`src/rtl/overlay_pkg.sv`:
```
// Shared types for the overlay fetch path: ABGR4444 pixel layout and fetch FSM states.
package overlay_pkg;

  typedef struct packed {
    logic [3:0] a;
    logic [3:0] b;
    logic [3:0] g;
    logic [3:0] r;
  } ovl_pix_t;

  typedef enum logic [1:0] {IDLE, PRIME, RUN} ovl_state_t;

  // Selects pixel n (half 0) or pixel n+1 (half 1) from a 32-bit SDRAM word.
  function automatic ovl_pix_t word_half(input logic [31:0] word, input logic half);
    return half ? ovl_pix_t'(word[31:16]) : ovl_pix_t'(word[15:0]);
  endfunction

endpackage

```
`src/rtl/overlay_fifo.sv`:
```
// Prefetch FIFO of 32-bit overlay words; free slots count the in-flight read as already used.
module overlay_fifo
  import overlay_pkg::*;
#(
  parameter int unsigned FIFO_WORDS = 4
) (
  input  logic                        clock,
  input  logic                        reset_n,
  input  logic                        flush,
  input  logic                        push,
  input  logic [31:0]                 wdata,
  input  logic                        pop,
  input  logic                        reserve,
  output logic [31:0]                 head,
  output logic                        empty,
  output logic [$clog2(FIFO_WORDS):0] free
);

  localparam int unsigned PW = $clog2(FIFO_WORDS);
  localparam int unsigned CW = PW + 1;

  logic [31:0]   mem [FIFO_WORDS];
  logic [PW-1:0] wr_ptr;
  logic [PW-1:0] rd_ptr;
  logic [CW-1:0] count;
  logic          do_pop;

  assign do_pop = pop && !empty;

  always_ff @(posedge clock or negedge reset_n) begin
    if (!reset_n) begin
      wr_ptr <= '0;
      rd_ptr <= '0;
      count  <= '0;
    end else if (flush) begin
      wr_ptr <= '0;
      rd_ptr <= '0;
      count  <= '0;
    end else begin
      if (push)   wr_ptr <= wr_ptr + 1'b1;
      if (do_pop) rd_ptr <= rd_ptr + 1'b1;
      case ({push, do_pop})
        2'b10:   count <= count + 1'b1;
        2'b01:   count <= count - 1'b1;
        default: count <= count;
      endcase
    end
  end

  always_ff @(posedge clock) begin
    if (push) mem[wr_ptr] <= wdata;
  end

  assign head  = mem[rd_ptr];
  assign empty = (count == '0);
  assign free  = CW'(FIFO_WORDS) - count - {{PW{1'b0}}, reserve};

endmodule

```
`src/rtl/overlay_fetch.sv`:
```
// Streams ABGR4444 overlay pixels from SDRAM through a prefetch FIFO, one pixel per active ce_pix.
module overlay_fetch
  import overlay_pkg::*;
#(
  parameter int unsigned ADDR_W     = 24,
  parameter int unsigned FIFO_WORDS = 4,
  parameter int unsigned BASE_ADDR  = 0
) (
  input  logic              clock,
  input  logic              reset_n,
  input  logic              ce_pix,
  input  logic              enable,
  input  logic              vsync,
  input  logic              de,
  output logic [ADDR_W-1:0] mem_addr,
  output logic              mem_req,
  input  logic              mem_valid,
  input  logic [31:0]       mem_rdata,
  output logic [3:0]        bg_r,
  output logic [3:0]        bg_g,
  output logic [3:0]        bg_b,
  output logic [3:0]        bg_a,
  output logic              underrun
);

  localparam logic [ADDR_W-1:0] BASE = ADDR_W'(BASE_ADDR);

  ovl_state_t                 state_q, state_d;
  logic                       vsync_q;
  logic                       rise;
  logic                       outstanding_q;
  logic                       discard_q;
  logic                       half_q;
  logic [ADDR_W-1:0]          addr_q;
  ovl_pix_t                   pix_q;
  logic                       underrun_q;

  logic                       flush;
  logic                       req;
  logic                       strobe;
  logic                       take;
  logic                       advance;
  logic [31:0]                head;
  logic                       empty;
  logic [$clog2(FIFO_WORDS):0] free;

  assign rise = ce_pix && vsync && !vsync_q;

  overlay_fifo #(.FIFO_WORDS(FIFO_WORDS)) u_fifo (
    .clock   (clock),
    .reset_n (reset_n),
    .flush   (flush),
    .push    (take),
    .wdata   (mem_rdata),
    .pop     (advance && half_q),
    .reserve (outstanding_q),
    .head    (head),
    .empty   (empty),
    .free    (free)
  );

  always_ff @(posedge clock or negedge reset_n) begin
    if (!reset_n) state_q <= IDLE;
    else          state_q <= state_d;
  end

  // enable-low and a vsync rise both flush; every other action is suppressed in that cycle.
  always_comb begin
    state_d = state_q;
    flush   = 1'b0;
    req     = 1'b0;
    strobe  = 1'b0;
    take    = 1'b0;
    advance = 1'b0;
    if (!enable) begin
      state_d = IDLE;
      flush   = 1'b1;
    end else if (rise) begin
      state_d = PRIME;
      flush   = 1'b1;
    end else begin
      strobe  = ce_pix && de && (state_q != IDLE);
      req     = (state_q != IDLE) && !outstanding_q && (free != '0);
      take    = mem_valid && outstanding_q && !discard_q;
      advance = strobe && (state_q == RUN) && !empty;
      if (state_q == PRIME && free == '0) state_d = RUN;
    end
  end

  always_ff @(posedge clock or negedge reset_n) begin
    if (!reset_n) begin
      vsync_q       <= 1'b0;
      outstanding_q <= 1'b0;
      discard_q     <= 1'b0;
      half_q        <= 1'b0;
      addr_q        <= BASE;
      pix_q         <= '0;
      underrun_q    <= 1'b0;
    end else begin
      if (ce_pix) vsync_q <= vsync;

      if (req)            outstanding_q <= 1'b1;
      else if (mem_valid) outstanding_q <= 1'b0;

      // A read still in flight at flush time must not land in the new frame.
      if (mem_valid)                   discard_q <= 1'b0;
      else if (flush && outstanding_q) discard_q <= 1'b1;

      if (flush)    addr_q <= BASE;
      else if (req) addr_q <= addr_q + ADDR_W'(2);

      if (flush)        half_q <= 1'b0;
      else if (advance) half_q <= ~half_q;

      if (!enable)      pix_q <= '0;
      else if (advance) pix_q <= word_half(head, half_q);
      else if (strobe)  pix_q <= '0;

      if (flush)                   underrun_q <= 1'b0;
      else if (strobe && !advance) underrun_q <= 1'b1;
    end
  end

  assign mem_addr = addr_q;
  assign mem_req  = req;
  assign bg_a     = pix_q.a;
  assign bg_b     = pix_q.b;
  assign bg_g     = pix_q.g;
  assign bg_r     = pix_q.r;
  assign underrun = underrun_q;

endmodule

```
`config.mk`:
```
export PLATFORM = sky130hd
export DESIGN_NAME = overlay_fetch
export DESIGN_NICKNAME = d
export VERILOG_FILES = /design/src/rtl/overlay_pkg.sv /design/src/rtl/overlay_fifo.sv /design/src/rtl/overlay_fetch.sv
export SDC_FILE = /design/constraint.sdc
export NUM_CORES = 1
export LEC_CHECK = 0
export CORE_MARGIN = 4
export CORE_UTILIZATION = 50
export CTS_BUF_LIST = sky130_fd_sc_hd__clkbuf_2
export DETAILED_ROUTE_END_ITERATION = 6
export GPL_TIMING_DRIVEN = 0
export PLACE_DENSITY = 0.72
export REMOVE_ABC_BUFFERS = 1
export SLEW_MARGIN = 20
export SYNTH_ARGS = -nofsm -noshare
export SYNTH_HDL_FRONTEND = slang
export SYNTH_SLANG_ARGS = --single-unit
```
`constraint.sdc`:
```
create_clock -name clock -period 4 [get_ports clock]
set_clock_uncertainty 0.1 [all_clocks]
set_input_delay 0.6 -clock clock [delete_from_list [all_inputs] [get_ports clock]]
set_output_delay 0.6 -clock clock [all_outputs]
set_load 0.005 [all_outputs]
```
# Word-level counts from Yosys, hierarchy flattened
# Memory sizes are Yosys's and may differ from the RTL's.
# Index checks and enable logic that the tools add are counted.
[word_totals]
register_bits = 54
mem_bits_rw = 128
input_bits = 39
elab_cells = 96
n_memories = 1
[memory_table]
columns = ["memory", "depth", "width", "rd", "rd_clocked_by_memory_dff", "wr", "line_no", "rtl"]
rows = [
  ["u_fifo.mem", 4, 32, 1, 0, 1, "overlay_fifo.sv:22", "logic [31:0] mem [FIFO_WORDS];"],
]
[classes]
n_addsub = 7
n_eq_ne = 6
mux = 35
bitwise_logic = 1
reduce_logical = 32
[op_table]
columns = ["cell", "count"]
rows = [
  ["$mux W16", 4],
  ["$mux W24", 2],
  ["$add A24 B2 Y24 const B", 1],
  ["$mux W1", 20],
  ["$reduce_bool A2 Y1", 8],
  ["$logic_and A1 B1 Y1", 15],
  ["$mux W2", 7],
  ["$logic_not A3 Y1", 2],
  ["$ne A3 B1 Y1 const B", 2],
  ["$pmux W3 S2", 1],
  ["$reduce_bool A3 Y1", 2],
  ["$logic_not A1 Y1", 5],
  ["$add A2 B1 Y2 const B", 2],
  ["$eq A2 B1 Y1 const B", 2],
  ["$eq A2 B2 Y1 const B", 2],
  ["$add A3 B1 Y3 const B", 1],
  ["$mux W3", 1],
  ["$sub A3 B1 Y3", 1],
  ["$sub A3 B1 Y3 const B", 1],
  ["$sub A3 B3 Y3 const A", 1],
  ["$not A1 Y1", 1],
]

# Longest topological paths before layout
# Gate-level depths: netlist of run 1.
[logic_depth]
depth_word = 11
depth_mapped = 9

# Cells and area by module
# A second synthesis of run 1 with hierarchy kept.
[hier_totals]
hier_cells = 469
hier_area_um2 = 7543.5
[modules_own_cells]
columns = ["mod", "instances", "cells_each", "area_per_inst_um2"]
rows = [
  ["overlay_fifo", 1, 221, 5181.2],
  ["overlay_fetch", 1, 248, 2362.3],
]

# Least setup slack after synthesis of run 1
# No wires, ideal clock.
[synth_path]
path_kind = "input to register"
from = "input ce_pix"
to = "memory u_fifo.mem[0][0], enable pin"
arrival_ns = 2.165
required_ns = 3.508
slack_ns = 1.343
cell_stages = 3
n_path_buf = 0
path_cell_list = "and3b_1 nor3_1 and2_1"
[synth_via]
elab_chain_cells = 6
[synth_lines]
columns = ["element", "line_no", "rtl"]
rows = [
  ["from (decl)", "overlay_fetch.sv:11", "input logic ce_pix,"],
  ["$logic_and A1 B1 Y1 (2 in a row)", "overlay_fetch.sv:47", "assign rise = ce_pix && vsync && !vsync_q;"],
  ["$mux W1", "overlay_fetch.sv:78", "end else if (rise) begin"],
  ["$mux W1", "overlay_fetch.sv:75", "if (!enable) begin"],
  ["$mux W1", "overlay_fifo.sv:51", "if (push) mem[wr_ptr] <= wdata;"],
  ["$mux W1 (implied by the code)", "overlay_fifo.sv:51", ""],
  ["to (decl)", "overlay_fifo.sv:22", ""],
]
# No other way between the ends.

# Final worst setup path of run 1
[layout_path]
from = "register u_fifo.count[0]"
to = "output mem_req"
[layout_via]
elab_chain_cells = 6
[layout_lines]
columns = ["element", "line_no", "rtl"]
rows = [
  ["from (decl)", "overlay_fifo.sv:25", "logic [CW-1:0] count;"],
  ["from (signal assigned)", "overlay_fifo.sv:43", "2'b10: count <= count + 1'b1;"],
  ["from (signal assigned)", "overlay_fifo.sv:44", "2'b01: count <= count - 1'b1;"],
  ["from (signal assigned)", "overlay_fifo.sv:45", "default: count <= count;"],
  ["$sub A3 B3 Y3", "overlay_fifo.sv:56", "assign free = CW'(FIFO_WORDS) - count - {{PW{1'b0}}, reserve};"],
  ["$sub A3 B1 Y3", "overlay_fifo.sv:56", ""],
  ["$reduce_bool A3 Y1", "overlay_fetch.sv:83", "req = (state_q != IDLE) && !outstanding_q && (free != '0);"],
  ["$logic_and A1 B1 Y1", "overlay_fetch.sv:83", ""],
  ["$mux W1", "overlay_fetch.sv:78", ""],
  ["$mux W1", "overlay_fetch.sv:75", ""],
  ["to (decl)", "overlay_fetch.sv:16", "output logic mem_req,"],
]
# No other way between the ends.

==> results of run 1 <==
cells by family after synthesis:
group,count (synthesis),share of synthesized area [%]
flops,181,70.9
simple gates,113,7.43
mux,54,12.9
compound gates,38,3.07
buf+inv,26,1.48
xor+xnor,22,2.64
fa+ha+maj,8,1.48
other cells,1,0.0515
cell type report:
cell class	instances	area [um^2]
Clock buffer	18	90.1
Tap cell	180	225
Multi-Input combinational cell	236	2020
Fill cell	1075	5490
Inverter	9	33.8
Timing Repair Buffer	87	937
Clock inverter	14	123
Sequential cell	181	5180
metal layers:
layer  up-vias  share of wire (%)
li1       1860                  -
met1      2071                 43
met2       118                 50
met3        13                5.7
met4         0                1.0
met5         -                  0
placed cells by master, fill, tap and decap left out, types with 2 or more instances in the layout:
master           count
inv_1                9
o21bai_1             2
buf_12               5
clkinv_1             2
and3_1               5
clkinvlp_4           3
nand2_1             32
dfrtp_2              2
dfrtp_1             50
and4_1               2
clkdlybuf4s50_1     78
xnor2_1              5
xor2_1              17
nor2_1              31
ha_1                 7
nand3_1             10
and2_2               4
o21ai_0             24
mux2i_1             22
clkinv_2             2
nand4_1             14
or3_1                5
mux4_2              32
clkbuf_2            18
and2_1               3
nor3_1               2
a21oi_1              7
edfxtp_1           128
inv_6                5
stage by stage:
step | util [%] | total power, W
detailed placement | 59.4 | 0.00221
global route | 61.1 | 0.00315
finish | 61.1 | 0.00302
global placement | 58.4 | 0.00220
floorplan | - | 0.00212
CTS | 61.1 | 0.00305
state kept, by name, indices dropped and copies added, names as in the netlist:
signal and count:
underrun 1, u_fifo.count 3, vsync_q 1, bg_g 4
bg_a 4, u_fifo.rd_ptr 2, state_q 2, bg_r 4
u_fifo.wr_ptr 2, mem_addr 23, discard_q 1, u_fifo.mem 128
bg_b 4, half_q 1, outstanding_q 1
power groups by stage:
stage | combinational (W) | sequential (W) | clock [W]
after floorplan | 0.0000483 | 0.00207 | 0
final | 0.000136 | 0.00203 | 0.000849
after CTS | 0.000139 | 0.00203 | 0.000884
after detailed placement | 0.000137 | 0.00207 | 0
after global routing | 0.000151 | 0.00203 | 0.000966
after global placement | 0.000126 | 0.00207 | 0
timing repair:
action	in CTS	in global routing
gates resized for setup	1	0
hold buffers	1	0
hold endpoints to repair	53	0
endpoints found under the setup margin	1	0
worst paths after layout:
path | start | endpoint | slack (ps) | depth (start not counted)
max | u_fifo.count[0] | mem_req | 320 | 7
min | reset_n | bg_b[2] | 200 | 2
max reg2reg | u_fifo.count[0] | mem_addr[19] | 1060 | 8
max in group asynchronous | reset_n | u_fifo.rd_ptr[0] | 3100 | 3
min in group clock | mem_rdata[31] | u_fifo.mem[2][31] | 370 | 1
min reg2reg | bg_b[3] | bg_b[3] | 420 | 2
==> run summary, run 1 <==
Pint - 0.00232 W
pin count of the biggest net entering global routing - 36
final setup margin - 315 ps
FP Rows - 43
CP peak stage delay - 520 ps
core area - 0.0141 mm^2
max_cap viols - 0
global-route wire length before repair - 21.9 mm
Detailed Place HPWL - 8.95 mm
CP Data Required Time - 3300 ps
DRC viols - 0
P&R area growth vs syn - 18.1%
met1 Usage GRT - 23.1%
Die Y - 129 um
Ports - 81
met3 Usage GRT - 4.44%
count leader, synth - edfxtp_1
Post-CTS Setup Bufs - 0
Longest Clk Path Bufs - 2
initial antenna violation count - 0
Final Setup Violations - 0
max-slew violations - 0
CP delay by family, top - buffers and inverters
ant diodes - 0
Leakage - 2.95 nW
DR vias - 4062
clock sink total - 181
die area - 0.0166 mm^2
clock slew at reported path FFs - 260 ps
Yosys warning count - 0
maximum fanout along the worst path - 8
mean number of vias per cell - 5.60
status - finished, final reports clean
top cell type's share of synthesized area - 52.7%
Inserted Clock Buffers - 17
Hold WS - 201 ps
Clock power frac - 28.1%
final std cells w/o fill - 725
P per Cell Area - 350 mW/mm^2
Rel. slew slack - 32.1%
Synth async-reset ratio - 29.3%
Flop pwr share - 67.3%
Synth Flop Type - edfxtp_1
routability congestion estimate - 0.801
Gate power share - 4.5%
Sum Neg Setup Slack - 0 ps
fin crit period - 3680 ps
Worst path slowest cell - clkdlybuf4s50_1
switching share of power - 23.2%
top cells by count, synth - edfxtp_1, dfrtp_1, mux4_2, nand2_1, nor2_1
Root Buffer - clkbuf_2
startpoint class of the critical path - register
mapped cell area - 0.00729 mm^2
Hold Path Class - in -> async
Starting DRT DRC Count - 307
antenna violation net count after detailed routing - 0
clock tree from TritonCTS - done
dpl ws - 744 ps
fmax - 271 MHz
DP Cell Count - 692
post-synthesis cell type count - 34
DR WL/cell - 19.0 um
layout cell share with drive strength beyond 1 - 14.7%
Detailed Route WL - 13.7 mm
Syn Inst Count - 443
Crit Path Category - reg -> out
Port-buffer cells - 79
finished layout cell area - 0.00861 mm^2
Most common cell on crit path - ha_1
grt total ovfl - 0
Final nets - 579
Switch Pwr - 0.000700 W
Arr. time, crit path - 2980 ps
Initial Util - 51.7%
Clock Latency Late Sink - 710 ps
Placed Area - 0.00838 mm^2
grt met2 use - 28.4%
CP Capture Type - primary output
GRT busiest layer - met2
DIE WIDTH - 129 um
final hold vios - 0
Yosys top cell by area - edfxtp_1
synthesized area per cell - 16.5 um^2
EDFF count, synth - 128
GRT Total Usage - 17.3%
fin crit share - 92.1%
top cells by area, synth - edfxtp_1, dfrtp_1, mux4_2
RSZ-0062 raised after global routing - no
Worst VDD drop - 0.000275 V
sequential share of the synthesized area - 70.9%
FF+latch count, synth - 181
vias in the first global route - 4205
CP Cell Sequence - inv_1, ha_1, ha_1, xnor2_1, a21oi_2, and2_1, clkdlybuf4s50_1
H-tree levels - 4
Slew @ Worst Pin - 1020 ps
Initial DRT Pass Iterations - 5
WP buf/inv - 2
No activity file was read; power rests on OpenSTA's default activity.
==> run 2, diff against run 1 <==
- CAP_MARGIN: not set -> 0
- CORE_MARGIN: 4 -> not set
- SYNTH_HIERARCHICAL: not set -> 1
==> run summary, run 2 <==
H-tree levels - 4
Syn Inst Count - 469
mapped cell area - 0.00754 mm^2
EDFF count, synth - 128
Placed Area - 0.00856 mm^2
synthesized area per cell - 16.1 um^2
core area - 0.0146 mm^2
P&R area growth vs syn - 17.1%
GRT Total Usage - 20.1%
adder-cell share of the synthesized area - 1.43%
Hold Path Class - in -> async
DIE WIDTH - 125 um
CP endpoint - u_fifo/count[2]
FP Rows - 44
Clock Latency Late Sink - 740 ps
top cells by count, synth - edfxtp_1, dfrtp_1, nand2_1
ant diodes - 0
Ports - 81
vias in the first global route - 4457
routability congestion estimate - 0.880
commonest non-fill, non-tap cell in the layout - edfxtp_1
count leader, synth - edfxtp_1
global-route wire length before repair - 23.2 mm
grt total ovfl - 0
Worst VDD drop - 0.000268 V
Inserted Clock Buffers - 17
max_cap viols - 0
max-slew violations - 0
Slew @ Worst Pin - 912 ps
register with the most flip-flops - u_fifo/mem
final setup margin - 295 ps
post-synthesis cell type count - 51
Largest register FFs - 128
reg2reg start - vsync_q
Synth async-reset ratio - 29.3%
Seq. cell area - 0.00518 mm^2
final hold vios - 0
top cell type's share of synthesized area - 51.0%
Initial DRT Pass Iterations - 7
R2R cell count - 10
Final Setup Violations - 0
Detailed Place HPWL - 8.99 mm
failing checks - DRC
Sum Neg Setup Slack - 0 ps
DR WL/cell - 19.1 um
maximum fanout along the worst path - 17
area of the multi-input gates - 0.00221 mm^2
P per Cell Area - 344 mW/mm^2
clock slew at reported path FFs - 240 ps
pin count of the biggest net entering global routing - 54
DR vias - 4371
Yosys top cell by area - edfxtp_1
clock sink total - 181
FF+latch count, synth - 181
Initial Util - 51.5%
CP Data Required Time - 4570 ps
Crit Path Category - reg -> reg
FF-to-FF setup slack - 300 ps
layout cell share with drive strength beyond 1 - 16.1%
R2R Path End - u_fifo/count[2]
Longest Clk Path Bufs - 2
Root Buffer - clkbuf_2
top cells by area, synth - edfxtp_1, dfrtp_1, mux4_2
fin crit period - 3700 ps
Yosys warning count - 6
mean number of vias per cell - 5.80
XOR/XNOR Fraction of Synth Area - 1.63%
largest family of logic cells by synthesized area - multiplexers
post-synthesis mux area share - 11.9%
Rel. slew slack - 38.9%
Synth Flop Type - edfxtp_1
RSZ-0062 raised after global routing - no
clock tree from TritonCTS - done
commonest non-fill, non-tap cells in the layout - edfxtp_1, clkdlybuf4s50_1, dfrtp_1, nand2_1, mux4_2
Die Y - 125 um
finished layout cell area - 0.00883 mm^2
CP Capture Type - register
Synth Area in Compound Gates - 5.03%
Arr. time, crit path - 4270 ps
initial antenna violation count - 0
fin crit share - 92.6%
antenna violation net count after detailed routing - 0
status - complete, but fails checks
DP Cell Count - 718
Layout Utilization - 60.3%
Starting DRT DRC Count - 288
fmax - 270 MHz
Critical Path Start - vsync_q
Post-Synth Simple-Gate Area - 8.91%
Port-buffer cells - 79
sequential share of the synthesized area - 68.5%
startpoint class of the critical path - register
final std cells w/o fill - 754
DRC viols - 19
Leakage - 2.97 nW
Final nets - 604
die area - 0.0156 mm^2
dpl ws - -996 ps
# fillers - 1114
Detailed Route WL - 14.4 mm
run 2: cell types whose count changed in the layout (fill, tap and decap cells not counted), moves of 5 or more:
cell,previous run,this run
xor2_1,17,4
o211ai_1,1,8
or4_1,0,16
xnor2_1,5,10
nor2_1,31,22
run 2: critical path, stage by stage (launching register included):
cell        delay (ps)
dfrtp_1            430
inv_1               70
a31oi_2            650
clkinvlp_4         270
buf_4              260
nor3_2             750
nor2_1             150
fa_1               440
nor2_1             160
a21oi_1            100
a221oi_2           260
run 2: cell families after synthesis:
family / Yosys count
AOI/OAI and AO/OA: 58
DFF: 181
other: 1
muxes: 50
adders and majority gates: 8
and+or+nand+nor: 125
buffers and inverters: 32
xor gates and xnor gates: 14
run 2: metrics by stage:
step / hold WS, ps / total power (W)
floorplan: 204 / 0.00212
global placement: 362 / 0.00220
detailed placement: 387 / 0.00220
CTS: 244 / 0.00307
global route: 232 / 0.00316
finish: 326 / 0.00304
run 2: power by group:
| group | internal, W | total (W) | switching (W) |
|---|---|---|---|
| Clock | 0.000242 | 0.000868 | 0.000626 |
| Combinational | 0.0000628 | 0.000139 | 0.0000763 |
| Sequential | 0.00202 | 0.00203 | 0.00000901 |
| Total | 0.00233 | 0.00304 | 0.000712 |
run 2: area by class of cell:
cell class | instances | share of cell area [%]
timing repair inverter | 1 | 0.0567
clock inverter | 13 | 1.45
sequential | 181 | 58.6
timing repair buffer | 88 | 10.6
multi-input combinational | 256 | 25.1
tap | 184 | 2.61
clock buffer | 19 | 1.08
inverter | 12 | 0.553
run 2: layer usage:
| layer | GRT usage [%] | up-vias | part of all wire (%) |
|---|---|---|---|
| met5 | 0 | - | 0 |
| met4 | 7.53 | 0 | 1.7 |
| met3 | 5.76 | 23 | 6.8 |
| met2 | 33.4 | 163 | 51 |
| met1 | 25.1 | 2176 | 41 |
| li1 | - | 2009 | - |
run 2: worst min path at each step:
stage,end,from
detailed placement,bg_r[0],bg_r[0]
finish,mem_addr[23],reset_n
floorplan,bg_a[0],reset_n
global route,u_fifo/mem[3][8],mem_rdata[8]
CTS,mem_addr[23],reset_n
global placement,bg_b[3],bg_b[3]
run 2: timing repair:
| item | CTS | global route |
|---|---|---|
| cloned | 1 | 0 |
| gates resized for setup | 2 | 1 |
| endpoints found under the hold margin | 53 | 0 |
| setup endpoints to repair | 87 | 1 |
| hold buffers | 1 | 0 |
| pin swaps | 1 | 0 |
| setup buffers | 2 | 0 |
